**src/rtl/mem_port_arb_if.sv**
```systemverilog
// Bundle for the shared-memory arbiter: core and loader request ports, the memory port and the grant indicator.
// The arbiter connects as slave; the requesters/memory side connects as master.
interface mem_port_arb_if;
   logic        core_req;
   logic        core_we;
   logic [31:0] core_addr;
   logic [31:0] core_wdata;
   logic [31:0] core_rdata;
   logic        core_ready;

   logic        ld_req;
   logic        ld_we;
   logic [31:0] ld_addr;
   logic [31:0] ld_wdata;
   logic [31:0] ld_rdata;
   logic        ld_ready;

   logic        mem_en;
   logic        mem_we;
   logic [31:0] mem_addr;
   logic [31:0] mem_wdata;
   logic [31:0] mem_rdata;

   logic        owner;

   modport slave (
      input  core_req, core_we, core_addr, core_wdata,
      output core_rdata, core_ready,
      input  ld_req, ld_we, ld_addr, ld_wdata,
      output ld_rdata, ld_ready,
      output mem_en, mem_we, mem_addr, mem_wdata,
      input  mem_rdata,
      output owner
   );

   modport master (
      output core_req, core_we, core_addr, core_wdata,
      input  core_rdata, core_ready,
      output ld_req, ld_we, ld_addr, ld_wdata,
      input  ld_rdata, ld_ready,
      input  mem_en, mem_we, mem_addr, mem_wdata,
      output mem_rdata,
      input  owner
   );
endinterface

```
**src/rtl/mem_port_arb.sv**
```systemverilog
// Two-port arbiter (core vs. program loader) in front of a single shared memory with a fixed
// multicycle access time; ties alternate between requesters.
module mem_port_arb #(
   parameter int WAIT_CYCLES = 1
) (
   input logic           clk,
   input logic           reset,
   mem_port_arb_if.slave bus
);

   localparam logic [3:0] WAIT_INIT = 4'(WAIT_CYCLES);

   typedef enum logic [1:0] {IDLE, ACCESS, RESP} state_t;

   state_t      state;
   state_t      state_nxt;
   logic [3:0]  cnt;
   logic        owner_q;
   logic        we_q;
   logic [31:0] addr_q;
   logic [31:0] wdata_q;
   logic [31:0] rdata_q;
   logic        any_req;
   logic        grant_ld;

   // Loader wins alone, or on a tie when the core held the last grant.
   assign any_req  = bus.core_req | bus.ld_req;
   assign grant_ld = (bus.core_req & bus.ld_req) ? ~owner_q : bus.ld_req;

   always_ff @(posedge clk or posedge reset) begin
      if (reset) state <= IDLE;
      else       state <= state_nxt;
   end

   always_comb begin
      state_nxt = state;
      case (state)
         IDLE:    if (any_req) state_nxt = ACCESS;
         ACCESS:  if (cnt == 4'd0) state_nxt = RESP;
         RESP:    state_nxt = IDLE;
         default: state_nxt = IDLE;
      endcase
   end

   always_ff @(posedge clk or posedge reset) begin
      if (reset) begin
         cnt     <= 4'd0;
         owner_q <= 1'b1;
         we_q    <= 1'b0;
         addr_q  <= 32'd0;
         wdata_q <= 32'd0;
         rdata_q <= 32'd0;
      end else begin
         case (state)
            IDLE: begin
               if (any_req) begin
                  owner_q <= grant_ld;
                  we_q    <= grant_ld ? bus.ld_we    : bus.core_we;
                  addr_q  <= grant_ld ? bus.ld_addr  : bus.core_addr;
                  wdata_q <= grant_ld ? bus.ld_wdata : bus.core_wdata;
                  cnt     <= WAIT_INIT;
               end
            end
            ACCESS: begin
               // Memory data is valid on the last access cycle, read or write alike.
               if (cnt == 4'd0) rdata_q <= bus.mem_rdata;
               else             cnt     <= cnt - 4'd1;
            end
            default: ;
         endcase
      end
   end

   always_comb begin
      bus.mem_en     = 1'b0;
      bus.mem_we     = 1'b0;
      bus.core_ready = 1'b0;
      bus.ld_ready   = 1'b0;
      case (state)
         ACCESS: begin
            bus.mem_en = 1'b1;
            bus.mem_we = we_q & (cnt == 4'd0);
         end
         RESP: begin
            bus.core_ready = ~owner_q;
            bus.ld_ready   = owner_q;
         end
         default: ;
      endcase
   end

   assign bus.mem_addr   = addr_q;
   assign bus.mem_wdata  = wdata_q;
   assign bus.core_rdata = rdata_q;
   assign bus.ld_rdata   = rdata_q;
   assign bus.owner      = owner_q;

endmodule

```
**src/flat_wrapper.sv**
```systemverilog
// flat-port wrapper written by rule: the top's interface ports become plain ports
module mem_port_arb_flat 
#(
   parameter int WAIT_CYCLES = 1
)
  (clk, reset, bus_core_req, bus_core_we, bus_core_addr, bus_core_wdata, bus_core_rdata, bus_core_ready, bus_ld_req, bus_ld_we, bus_ld_addr, bus_ld_wdata, bus_ld_rdata, bus_ld_ready, bus_mem_en, bus_mem_we, bus_mem_addr, bus_mem_wdata, bus_mem_rdata, bus_owner);
  mem_port_arb_if bus_i ();
  input logic clk;
  input logic reset;
  input wire logic [$bits(bus_i.core_req)-1:0] bus_core_req;
  input wire logic [$bits(bus_i.core_we)-1:0] bus_core_we;
  input wire logic [$bits(bus_i.core_addr)-1:0] bus_core_addr;
  input wire logic [$bits(bus_i.core_wdata)-1:0] bus_core_wdata;
  output wire logic [$bits(bus_i.core_rdata)-1:0] bus_core_rdata;
  output wire logic [$bits(bus_i.core_ready)-1:0] bus_core_ready;
  input wire logic [$bits(bus_i.ld_req)-1:0] bus_ld_req;
  input wire logic [$bits(bus_i.ld_we)-1:0] bus_ld_we;
  input wire logic [$bits(bus_i.ld_addr)-1:0] bus_ld_addr;
  input wire logic [$bits(bus_i.ld_wdata)-1:0] bus_ld_wdata;
  output wire logic [$bits(bus_i.ld_rdata)-1:0] bus_ld_rdata;
  output wire logic [$bits(bus_i.ld_ready)-1:0] bus_ld_ready;
  output wire logic [$bits(bus_i.mem_en)-1:0] bus_mem_en;
  output wire logic [$bits(bus_i.mem_we)-1:0] bus_mem_we;
  output wire logic [$bits(bus_i.mem_addr)-1:0] bus_mem_addr;
  output wire logic [$bits(bus_i.mem_wdata)-1:0] bus_mem_wdata;
  input wire logic [$bits(bus_i.mem_rdata)-1:0] bus_mem_rdata;
  output wire logic [$bits(bus_i.owner)-1:0] bus_owner;
  assign bus_i.core_req = bus_core_req;
  assign bus_i.core_we = bus_core_we;
  assign bus_i.core_addr = bus_core_addr;
  assign bus_i.core_wdata = bus_core_wdata;
  assign bus_core_rdata = bus_i.core_rdata;
  assign bus_core_ready = bus_i.core_ready;
  assign bus_i.ld_req = bus_ld_req;
  assign bus_i.ld_we = bus_ld_we;
  assign bus_i.ld_addr = bus_ld_addr;
  assign bus_i.ld_wdata = bus_ld_wdata;
  assign bus_ld_rdata = bus_i.ld_rdata;
  assign bus_ld_ready = bus_i.ld_ready;
  assign bus_mem_en = bus_i.mem_en;
  assign bus_mem_we = bus_i.mem_we;
  assign bus_mem_addr = bus_i.mem_addr;
  assign bus_mem_wdata = bus_i.mem_wdata;
  assign bus_i.mem_rdata = bus_mem_rdata;
  assign bus_owner = bus_i.owner;
  mem_port_arb #(.WAIT_CYCLES(WAIT_CYCLES)) u_core (.clk(clk), .reset(reset), .bus(bus_i));
endmodule
```
**config.mk**
```make
export PLATFORM = sky130hd
export DESIGN_NAME = mem_port_arb_flat
export DESIGN_NICKNAME = d
export VERILOG_FILES = /design/src/rtl/mem_port_arb_if.sv /design/src/rtl/mem_port_arb.sv /design/src/flat_wrapper.sv
export SDC_FILE = /design/constraint.sdc
export NUM_CORES = 1
export LEC_CHECK = 0
export ABC_CLOCK_PERIOD_IN_PS = 6200
export BUFFER_PORTS_ARGS = -buffer_cell sky130_fd_sc_hd__buf_4
export CORE_AREA = 2 2 117 119
export CTS_CLUSTER_SIZE = 20
export DETAILED_ROUTE_END_ITERATION = 10
export DIE_AREA = 0 0 119 121
export GPL_ROUTABILITY_DRIVEN = 0
export PLACE_DENSITY = 0.68
export SLEW_MARGIN = 20
export SYNTH_ARGS = -nofsm -noshare
export SYNTH_HDL_FRONTEND = slang
export SYNTH_SLANG_ARGS = --single-unit
export TNS_END_PERCENT = 30
```
**constraint.sdc**
```tcl
create_clock -name clk -period 6.2 [get_ports clk]
set_input_delay 1.86 -clock clk [delete_from_list [all_inputs] [get_ports clk]]
set_output_delay 1.86 -clock clk [all_outputs]
set_load 0.01 [all_outputs]
```
=== Yosys cells after proc, flatten, opt, wreduce, memory -nomap -nowiden ===
Index checks and enable logic that the tools add are counted.

* Register bits after elaboration: 104

* $add $sub $neg: 1
* Reductions and logical operators: 7
* Multiplexer cells: 14
* Eq/ne operators: 5
* Bitwise operators: 4

{| class="wikitable"
|+ Operators by type and width
! kind !! number
|-
| 2-to-1 mux 32 bit || 2
|-
| 2-to-1 mux 4 bit || 2
|-
| case mux 4 bit (2 select lines) || 1
|-
| 2-to-1 mux 1 bit || 6
|-
| AND reduction 2 bit || 3
|-
| zero test 4 bit || 1
|-
| 2-to-1 mux 2 bit || 2
|-
| inequality test 2 x 1 -> 1 bit, second input constant || 2
|-
| case mux 2 bit (2 select lines) || 1
|-
| subtractor 4 x 1 -> 4 bit, second input constant || 1
|-
| AND reduction 3 bit || 1
|-
| bitwise AND 1 bit || 2
|-
| equality test 2 x 1 -> 1 bit, second input constant || 1
|-
| equality test 2 bit, second input constant || 1
|-
| zero test 2 bit || 1
|-
| inequality test 2 bit, second input constant || 1
|-
| nonzero test 2 bit || 1
|-
| inverter 1 bit || 1
|-
| bitwise OR 1 bit || 1
|}

=== Longest topological paths before layout ===
Gate-level depths: netlist (run 1).

* Depth in word-level cells: 3
* Gate-level depth with buffers: 6
* Depth with buffers taken out: 5

=== Worst setup path after synthesis (run 1) ===
OpenSTA, ideal clock, no wires.

* Path type: reg2out
* Start: reg u_core.cnt[0]
* End: out bus_mem_we
* Data required time: 4.340 ns
* Stages on the path, launching flop included: 7
* Setup slack: 3.093 ns
* Arrival: 1.247 ns
* Cell sequence: dfrtp_1 inv_1 ha_1 and2b_1 nand3_4 buf_6 nor2_1

* Cells in the longest elaborated chain, start to end: 3

{| class="wikitable"
|+ Ends and longest elaborated chain
! element !! line !! RTL
|-
| start, declared || mem_port_arb.sv:17 || <nowiki>logic [3:0] cnt;</nowiki>
|-
| start signal, assigned || mem_port_arb.sv:67 || <nowiki>else cnt <= cnt - 4'd1;</nowiki>
|-
| zero test 4 bit || mem_port_arb.sv:82 || <nowiki>bus.mem_we = we_q & (cnt == 4'd0);</nowiki>
|-
| bitwise AND 1 bit || mem_port_arb.sv:82 ||
|-
| 2-to-1 mux 1 bit || mem_port_arb.sv:79 || <nowiki>case (state)</nowiki>
|-
| end, declared || flat_wrapper.sv:23 || <nowiki>output wire logic [$bits(bus_i.mem_we)-1:0] bus_mem_we;</nowiki>
|}

Every way passes these cells.

=== Final worst setup path (run 1) ===
Same ends and word-level chain as after synthesis.

==> out/summary.txt, run 1 <==
Main synth FF type: dfrtp_1
FF-to-FF path depth: 4
Logic pwr share: 48.9%
Worst r2r src: u_core.state[0]$_DFFE_PP0P_
Sequential share of power: 34.4%
Later-pin clock latency in the skew report: 0.34 ns
Drt via density: 4.98
Min-Delay Endpoint: u_core.cnt[0]$_DFFE_PP0P_
DRT Wirelength: 14700 um
Reg clk slew, reported paths: 0.07 ns
DR vias: 4608
Fin crit share: 62.2%
Max Buffers Root-to-Sink: 2
Skew final: 0.00434 ns
Average wire per standard cell: 15.9 um
Setup crit start: u_core.cnt[0]$_DFFE_PP0P_
Die W: 119 um
Post-CTS Setup Inserts: 0
Hold_sp: u_core.cnt[0]$_DFFE_PP0P_
Post-route DRC: 0
Post-CTS resize count: 0
Register area share after synthesis: 53.6%
Post-synth net total: 669
Sw Pwr: 1410 uW
FFs w/ async S/R, synth: 100%
Crit path required time: 4.34 ns
Commonest non-fill, non-tap cell in the layout: buf_4
Crit path DAT: 2.00 ns
Layout cell share with drive strength beyond 1: 43.7%
CTS tree: yes
Switching Fraction: 37.7%
Initial drt markers: 281
FF+latch count, synth: 104
Final ANT Viol Nets: 0
Final Hold Fails: 0
Io pins: 299
Clock share of power: 16.7%
Syn avg cell area: 9.68 sq um
TritonRoute pass-1 iters: 5
Starting Density: 37.1%
Pin count of the biggest net entering global routing: 69
Clock Sinks: 104
Root Buffer: clkbuf_16
Max stage delay on crit path: 0.42 ns
Area grow syn2layout: 49.6%
Remaining global-route overflow: 0
Worst R2R Setup Slack: 3.79 ns
CTS Hold Bufs: 0
Final Setup Violations: 0
# Max-Cap Violations: 0
Vias in the first global route: 4648
Internal: 2330 uW
Peak VDD IR: 187 uV
Mapped cell area: 4860 sq um
Die area: 14400 sq um
Most frequent cells in the layout: buf_4, nand2_1, dfrtp_1
Static Leak: 0.00352 uW
Initial antenna violation count: 0
Critical path, cell by cell: inv_1 > ha_1 > and2b_1 > nand3_4 > nor2_1 > buf_4
Least-Margin Pin Slew: 0.749 ns
Placed cell areas: 6940 sq um
Post-route setup TNS: 0 ns
Worst Hold Path Cells: 1
Outcome: complete, no violations
FP Rows: 42
CTS Buf Count: 9
Distinct cell type count after synthesis: 35
Worst Setup End Kind: primary output
CP Class: reg2out
Fmax: 0.259 GHz
Post-Layout Inst Area: 7270 sq um
Tmin final: 3.86 ns
CP max stage cell: nand3_4
Cells after DPL: 910
Die Height: 121 um
Syn. warnings: 0
Global-route usage over all layers: 19.9%
Final std cells w/o fill: 926
EDFF count, synth: 0
CP Max Fanout: 34
R2R Path End: u_core.bus.owner$_DFFE_PP1P_
First-pass GRT wire length: 22900 um
HP Class: reg2reg
Fin nets: 912
Startpoint types: flop
Pwr Density: 513 nW/um^2
H-tree Lvls: 3
Port Buffers: 298
Normalized max-slew margin: 50.1%
Post-Syn Instances: 502
N_diodes: 0
Core footprint: 13100 sq um
RSZ-0062 raised after global routing: false
Max-slew violation count: 0
Fin util: 55.6%
Post-DP HPWL: 10600 um
## synth_stat cells (2+ instances only)
cell type / n / area share, %
nand2_1: 132 / 10
dfrtp_1: 103 / 53
a21oi_1: 66 / 6.8
a31oi_1: 65 / 8.4
buf_4: 33 / 5.1
mux2_1: 33 / 7.6
clkbuf_1: 20 / 1.5
buf_2: 14 / 1.4
inv_1: 5 / 0.39
buf_6: 4 / 0.93
inv_2: 2 / 0.15
nor2_1: 2 / 0.15
## routing by layer
metal | share of wire (%) | vias up | global-route usage (%)
met5 | 0 | - | 0
met4 | 1.4 | 0 | 6.85
met3 | 6.2 | 16 | 3.62
met2 | 53 | 208 | 36.6
met1 | 40 | 2194 | 23.4
li1 | - | 2190 | -
## sequential cells by signal, indices dropped and copies added, names as in the netlist
name,flops
u_core.bus.mem_addr,32
u_core.state,2
u_core.cnt,4
u_core.bus.core_rdata,32
u_core.we_q,1
u_core.bus.owner,1
u_core.bus.mem_wdata,32
## worst max-delay path by stage
stage                                           end  slack, ns  cells past startpoint
4_1_cts                                  bus_mem_we       2.30                      6
3_5_place_dp           u_core.bus.owner$_DFFE_PP1P_       2.40                      4
3_3_place_gp           u_core.bus.owner$_DFFE_PP1P_       2.42                      4
6_report                                 bus_mem_we       2.34                      6
5_1_grt                                  bus_mem_we       2.19                      6
2_1_floorplan  u_core.bus.core_rdata[0]$_DFFE_PP0P_       1.61                      1
## power by group through the flow
stage	clock [uW]	sequential (uW)	combinational, uW
after floorplan	0	1390	945
after global placement	0	1280	1810
after detailed placement	0	1290	1860
after CTS	632	1280	1850
after global routing	660	1330	1990
final	623	1280	1830
## cells by family (layout without fill, tap and decap cells)
family	count (synthesis)	after routing	share of synthesized area [%]
AOI/OAI and AO/OA	139	139	16.6
adders and majority gates	1	1	0.257
buffers and inverters	79	327	9.63
DFF	104	104	53.6
muxes	34	34	7.85
and+or+nand+nor	145	145	12.1
## metrics by stage
stage               hold WS, ns  worst slack (ns)  total power [uW]
detailed placement        0.505              2.40              3140
global route              0.551              2.19              3980
global placement          0.480              2.42              3090
finish                    0.506              2.34              3730
floorplan                 0.461              1.61              2330
CTS                       0.514              2.30              3770
## final cells by class
class	count	area, sq um
fill	1173	5810
sequential	104	2600
clock inverter	4	76.3
tap	176	220
inverter	8	32.5
timing repair buffer	303	2270
clock buffer	12	256
multi-input combinational	319	1810
## worst max-delay path, delay by kind of cell, from the launching register on
family,cells,cell delay [ns]
fa+ha+maj,1,0.15
flops,1,0.40
simple gates,3,0.88
buf+inv,2,0.22
Note: power is estimated with default switching activity, not from simulation.
==> run 2, diff against run 1 <==
--- a/config.mk
+++ b/config.mk
@@ -5,7 +5,7 @@
 export SDC_FILE = /design/constraint.sdc
 export NUM_CORES = 1
 export LEC_CHECK = 0
-export ABC_CLOCK_PERIOD_IN_PS = 6200
+export ABC_CLOCK_PERIOD_IN_PS = 3800
 export BUFFER_PORTS_ARGS = -buffer_cell sky130_fd_sc_hd__buf_4
 export CORE_AREA = 2 2 117 119
 export CTS_CLUSTER_SIZE = 20
==> constraint.sdc (replaced) <==
create_clock -name clk -period 3.8 [get_ports clk]
set_input_delay 1.14 -clock clk [delete_from_list [all_inputs] [get_ports clk]]
set_output_delay 1.14 -clock clk [all_outputs]
set_load 0.01 [all_outputs]
==> run 2 against run 1 <==
Against the previous run: clock skew grew 0.0022 ns; register-to-register slack lost 2.0 ns; largest cell class unchanged; critical path depth is the same; first-iteration DRC count shrank 30%; critical endpoint unchanged; largest power group unchanged; sequential cell count is the same; critical path type unchanged.
==> out/summary.txt, run 2 (synthesis results as in run 1) <==
Initial antenna violation count: 0
Pwr Density: 832 nW/um^2
Global-route usage over all layers: 20.6%
Drt via density: 5.04
Sw Pwr: 2320 uW
Hold Worst Slack: 0.512 ns
CTS tree: yes
Post-CTS Setup Inserts: 0
GR peak layer: met2
Startpoint types: flop
Initial drt markers: 197
Io pins: 299
Met1 Resource Use GR: 23.3%
Root Buffer: clkbuf_16
FP Rows: 42
Commonest non-fill, non-tap cell in the layout: buf_4
Post-route DRC: 0
Port Buffers: 298
Core footprint: 13100 sq um
Worst Setup End Kind: primary output
Skew final: 0.00656 ns
HP Class: reg2reg
Outcome: complete, no violations
Layout cell share with drive strength beyond 1: 44.0%
Post-CTS resize count: 0
Later-pin clock latency in the skew report: 0.35 ns
DR vias: 4684
Max Buffers Root-to-Sink: 2
Crit path required time: 2.66 ns
Internal: 3770 uW
CP Max Fanout: 5
Starting Density: 37.1%
Met3 Use GR: 4.09%
Fmax: 0.359 GHz
Die Height: 121 um
Crit path DAT: 1.64 ns
Normalized max-slew margin: 50.0%
CTS Buf Count: 9
M2 GR Usage: 38.3%
DRT Wirelength: 15100 um
Clock Sinks: 104
Sequential share of power: 34.2%
Clock share of power: 16.5%
Fin nets: 916
Peak VDD IR: 363 uV
Least-Margin Pin Slew: 0.749 ns
Final ANT Viol Nets: 0
Post-route setup TNS: 0 ns
Most frequent cells in the layout: buf_4, nand2_1, dfrtp_1
Remaining global-route overflow: 0
Hold_sp: u_core.cnt[0]$_DFFE_PP0P_
Pin count of the biggest net entering global routing: 69
Fin crit share: 73.3%
First-pass GRT wire length: 23500 um
Area grow syn2layout: 50.6%
Tmin final: 2.78 ns
Post-DP HPWL: 11000 um
Worst r2r src: u_core.bus.owner$_DFFE_PP1P_
TritonRoute pass-1 iters: 4
# Max-Cap Violations: 0
CTS Hold Bufs: 0
Max-slew violation count: 0
Vias in the first global route: 4519
Setup crit start: u_core.cnt[0]$_DFFE_PP0P_
Worst Hold Path Cells: 1
CP Class: reg2out
Die area: 14400 sq um
RSZ-0062 raised after global routing: false
Logic pwr share: 49.3%
Final Setup Violations: 0
Static Leak: 0.00354 uW
Final Hold Fails: 0
Switching Fraction: 38.1%
FF-to-FF path depth: 4
H-tree Lvls: 3
Average wire per standard cell: 16.2 um
N_diodes: 0
Die W: 119 um
Reg clk slew, reported paths: 0.07 ns
## run 2: power groups by stage
stage	Combinational, uW	Clock (uW)	Sequential (uW)
finish	3000	1000	2080
global route	3270	1070	2150
CTS	3050	1020	2090
detailed placement	3060	0	2100
global placement	2990	0	2070
floorplan	1540	0	2270
## run 2: area by class of cell
class	count	area [sq um]
clock buffer	10	229
clock inverter	6	93.8
fill	1179	5770
inverter	8	33.8
multi-input combinational	319	1810
sequential	104	2600
tap	176	220
timing repair buffer	307	2330
## run 2: metrics by stage
step                worst slack, ns  total power (uW)  area (sq um)  utilization [%]  cells
floorplan                      1.41              3810          4860                -    502
global placement               1.22              5060          6970             53.3    913
detailed placement             1.13              5160          6970             53.3    913
CTS                            1.01              6160          7300             55.8    929
global route                  0.900              6490          7320             55.9    930
finish                         1.02              6090          7320             55.9    930
## run 2: final timing paths
kind / to / slack, ns
worst max-delay path: bus_mem_we / 1.02
worst min-delay path: u_core.cnt[0]$_DFFE_PP0P_ / 0.51
worst max register to register: u_core.bus.mem_wdata[10]$_DFFE_PP0P_ / 1.82
worst min register to register: u_core.cnt[0]$_DFFE_PP0P_ / 0.51
max in group asynchronous: u_core.bus.mem_wdata[19]$_DFFE_PP0P_ / 2.21
min in group asynchronous: u_core.bus.mem_addr[4]$_DFFE_PP0P_ / 0.76
## run 2: layer usage
layer	up-vias	share of wire (%)
met5	-	0
met4	0	2.2
met3	24	6.2
met2	208	54
met1	2253	38
li1	2199	-
## run 2: critical path, stage by stage (launching register included)
cell and delay (ns):
dfrtp_1 0.41, inv_1 0.07, ha_1 0.17, and2b_1 0.26, nand3_4 0.10, nor2_1 0.15
buf_4 0.15
==> run 3, diff against run 2 <==
--- a/config.mk
+++ b/config.mk
@@ -5,7 +5,7 @@
 export SDC_FILE = /design/constraint.sdc
 export NUM_CORES = 1
 export LEC_CHECK = 0
-export ABC_CLOCK_PERIOD_IN_PS = 3800
+export ABC_CLOCK_PERIOD_IN_PS = 2900
 export BUFFER_PORTS_ARGS = -buffer_cell sky130_fd_sc_hd__buf_4
 export CORE_AREA = 2 2 117 119
 export CTS_CLUSTER_SIZE = 20
==> constraint.sdc (replaced) <==
create_clock -name clk -period 2.9 [get_ports clk]
set_input_delay 0.87 -clock clk [delete_from_list [all_inputs] [get_ports clk]]
set_output_delay 0.87 -clock clk [all_outputs]
set_load 0.01 [all_outputs]
==> run 3 against run 2 <==
Against the previous run: core utilization fell by 0.19 points; cell area fell by 0.34%; clock-buffer cell count did not move; largest cell class unchanged.
==> out/summary.txt, run 3 (synthesis results as in run 1) <==
Outcome: complete, no violations
Internal: 4850 uW
Startpoint types: flop
Least-Margin Pin Slew: 0.743 ns
Normalized max-slew margin: 50.5%
Fin crit share: 85.7%
CP Max Fanout: 5
Remaining global-route overflow: 0
Later-pin clock latency in the skew report: 0.34 ns
Sw Pwr: 3020 uW
Core footprint: 13100 sq um
H-tree Lvls: 3
Switching Fraction: 38.4%
Pin count of the biggest net entering global routing: 69
CTS tree: yes
Global-route usage over all layers: 20.4%
Logic pwr share: 50.2%
Max-slew violation count: 0
Initial antenna violation count: 0
Most frequent cells in the layout: buf_4, nand2_1, dfrtp_1
Reg clk slew, reported paths: 0.07 ns
Drt via density: 5.03
Area grow syn2layout: 50.1%
HP Class: reg2reg
Crit path required time: 2.03 ns
Peak VDD IR: 436 uV
Post-route setup TNS: 0 ns
Crit path DAT: 1.61 ns
Vias in the first global route: 4499
DR vias: 4659
Root Buffer: clkbuf_16
# Max-Cap Violations: 0
Die W: 119 um
Sequential share of power: 34.6%
Post-CTS resize count: 0
Pwr Density: 1080 nW/um^2
Post-route DRC: 0
TritonRoute pass-1 iters: 4
Average wire per standard cell: 16.0 um
Worst Setup End Kind: primary output
Post-layout worst setup margin: 0.416 ns
FP Rows: 42
Io pins: 299
Static Leak: 0.00352 uW
First-pass GRT wire length: 23200 um
Layout cell share with drive strength beyond 1: 43.8%
Post-CTS Setup Inserts: 0
Commonest non-fill, non-tap cell in the layout: buf_4
Final Hold Fails: 0
Final std cells w/o fill: 927
Port Buffers: 298
Cells after DPL: 912
Final ANT Viol Nets: 0
Initial drt markers: 288
Design Power: 7870 uW
Place WS: 0.698 ns
Die Height: 121 um
Max Buffers Root-to-Sink: 2
DRT Wirelength: 14800 um
Fin nets: 914
Final Setup Violations: 0
Die area: 14400 sq um
Skew final: 0.00660 ns
CTS Buf Count: 9
Fmax: 0.403 GHz
Clock share of power: 15.2%
Clock Sinks: 104
RSZ-0062 raised after global routing: false
Starting Density: 37.1%
CTS Hold Bufs: 0
N_diodes: 0
Post-DP HPWL: 10700 um
Tmin final: 2.48 ns
CP Class: reg2out
==> run 3: changes by cell type in the layout (fill, tap and decap cells not counted), sizes merged <==
cell      change
clkinvlp      +1
clkinv        -1
bufinv        -1
buf           -2
==> run 3: path summary, 6_finish.rpt <==
path	depth (start not counted)	from	endpoint	slack (ns)
worst max-delay path	6	u_core.cnt[0]$_DFFE_PP0P_	bus_mem_we	0.42
worst min-delay path	1	u_core.cnt[0]$_DFFE_PP0P_	u_core.cnt[0]$_DFFE_PP0P_	0.52
worst max register to register	6	u_core.cnt[0]$_DFFE_PP0P_	u_core.bus.core_rdata[27]$_DFFE_PP0P_	1.01
worst min register to register	1	u_core.cnt[0]$_DFFE_PP0P_	u_core.cnt[0]$_DFFE_PP0P_	0.52
max in group asynchronous	3	reset	u_core.bus.mem_wdata[8]$_DFFE_PP0P_	1.58
min in group asynchronous	2	reset	u_core.bus.core_rdata[25]$_DFFE_PP0P_	0.63
==> run 3: through the flow <==
| step | instance area [sq um] | util [%] | hold WS, ns |
|---|---|---|---|
| 2_1_floorplan | 4860 | - | 0.461 |
| 3_3_place_gp | 7000 | 53.5 | 0.486 |
| 3_5_place_dp | 7000 | 53.5 | 0.505 |
| 4_1_cts | 7290 | 55.7 | 0.519 |
| 5_1_grt | 7290 | 55.7 | 0.540 |
| 6_report | 7290 | 55.7 | 0.516 |
==> run 3: power by group through the flow <==
stage          Combinational, uW  Sequential [uW]  Clock [uW]
6_report                    3950             2730        1200
2_1_floorplan               2020             2970           0
5_1_grt                     4300             2830        1270
3_5_place_dp                4010             2750           0
4_1_cts                     4000             2730        1230
3_3_place_gp                3940             2710           0
==> run 3: layout make-up <==
cell class                      instances  area, sq um
Fill cell                            1199         5790
Tap cell                              176          220
Clock inverter                          5         58.8
Inverter                                8         33.8
Timing Repair Buffer                  305         2340
Multi-Input combinational cell        319         1810
Sequential cell                       104         2600
Clock buffer                           10          229
==> run 3: layer usage <==
metal	vias to the layer above	GRT usage, %	wire (um)
met3	24	4.42	978
met2	201	36.3	7660
met1	2236	24.1	5790
met5	-	0	0
li1	2198	-	-
met4	0	7.89	363
==> run 3: worst max-delay path, stage by stage, from the launching register on <==
cell	delay, ns
dfrtp_1	0.41
inv_1	0.07
ha_1	0.15
and2b_1	0.26
nand3_4	0.10
nor2_1	0.14
buf_4	0.14
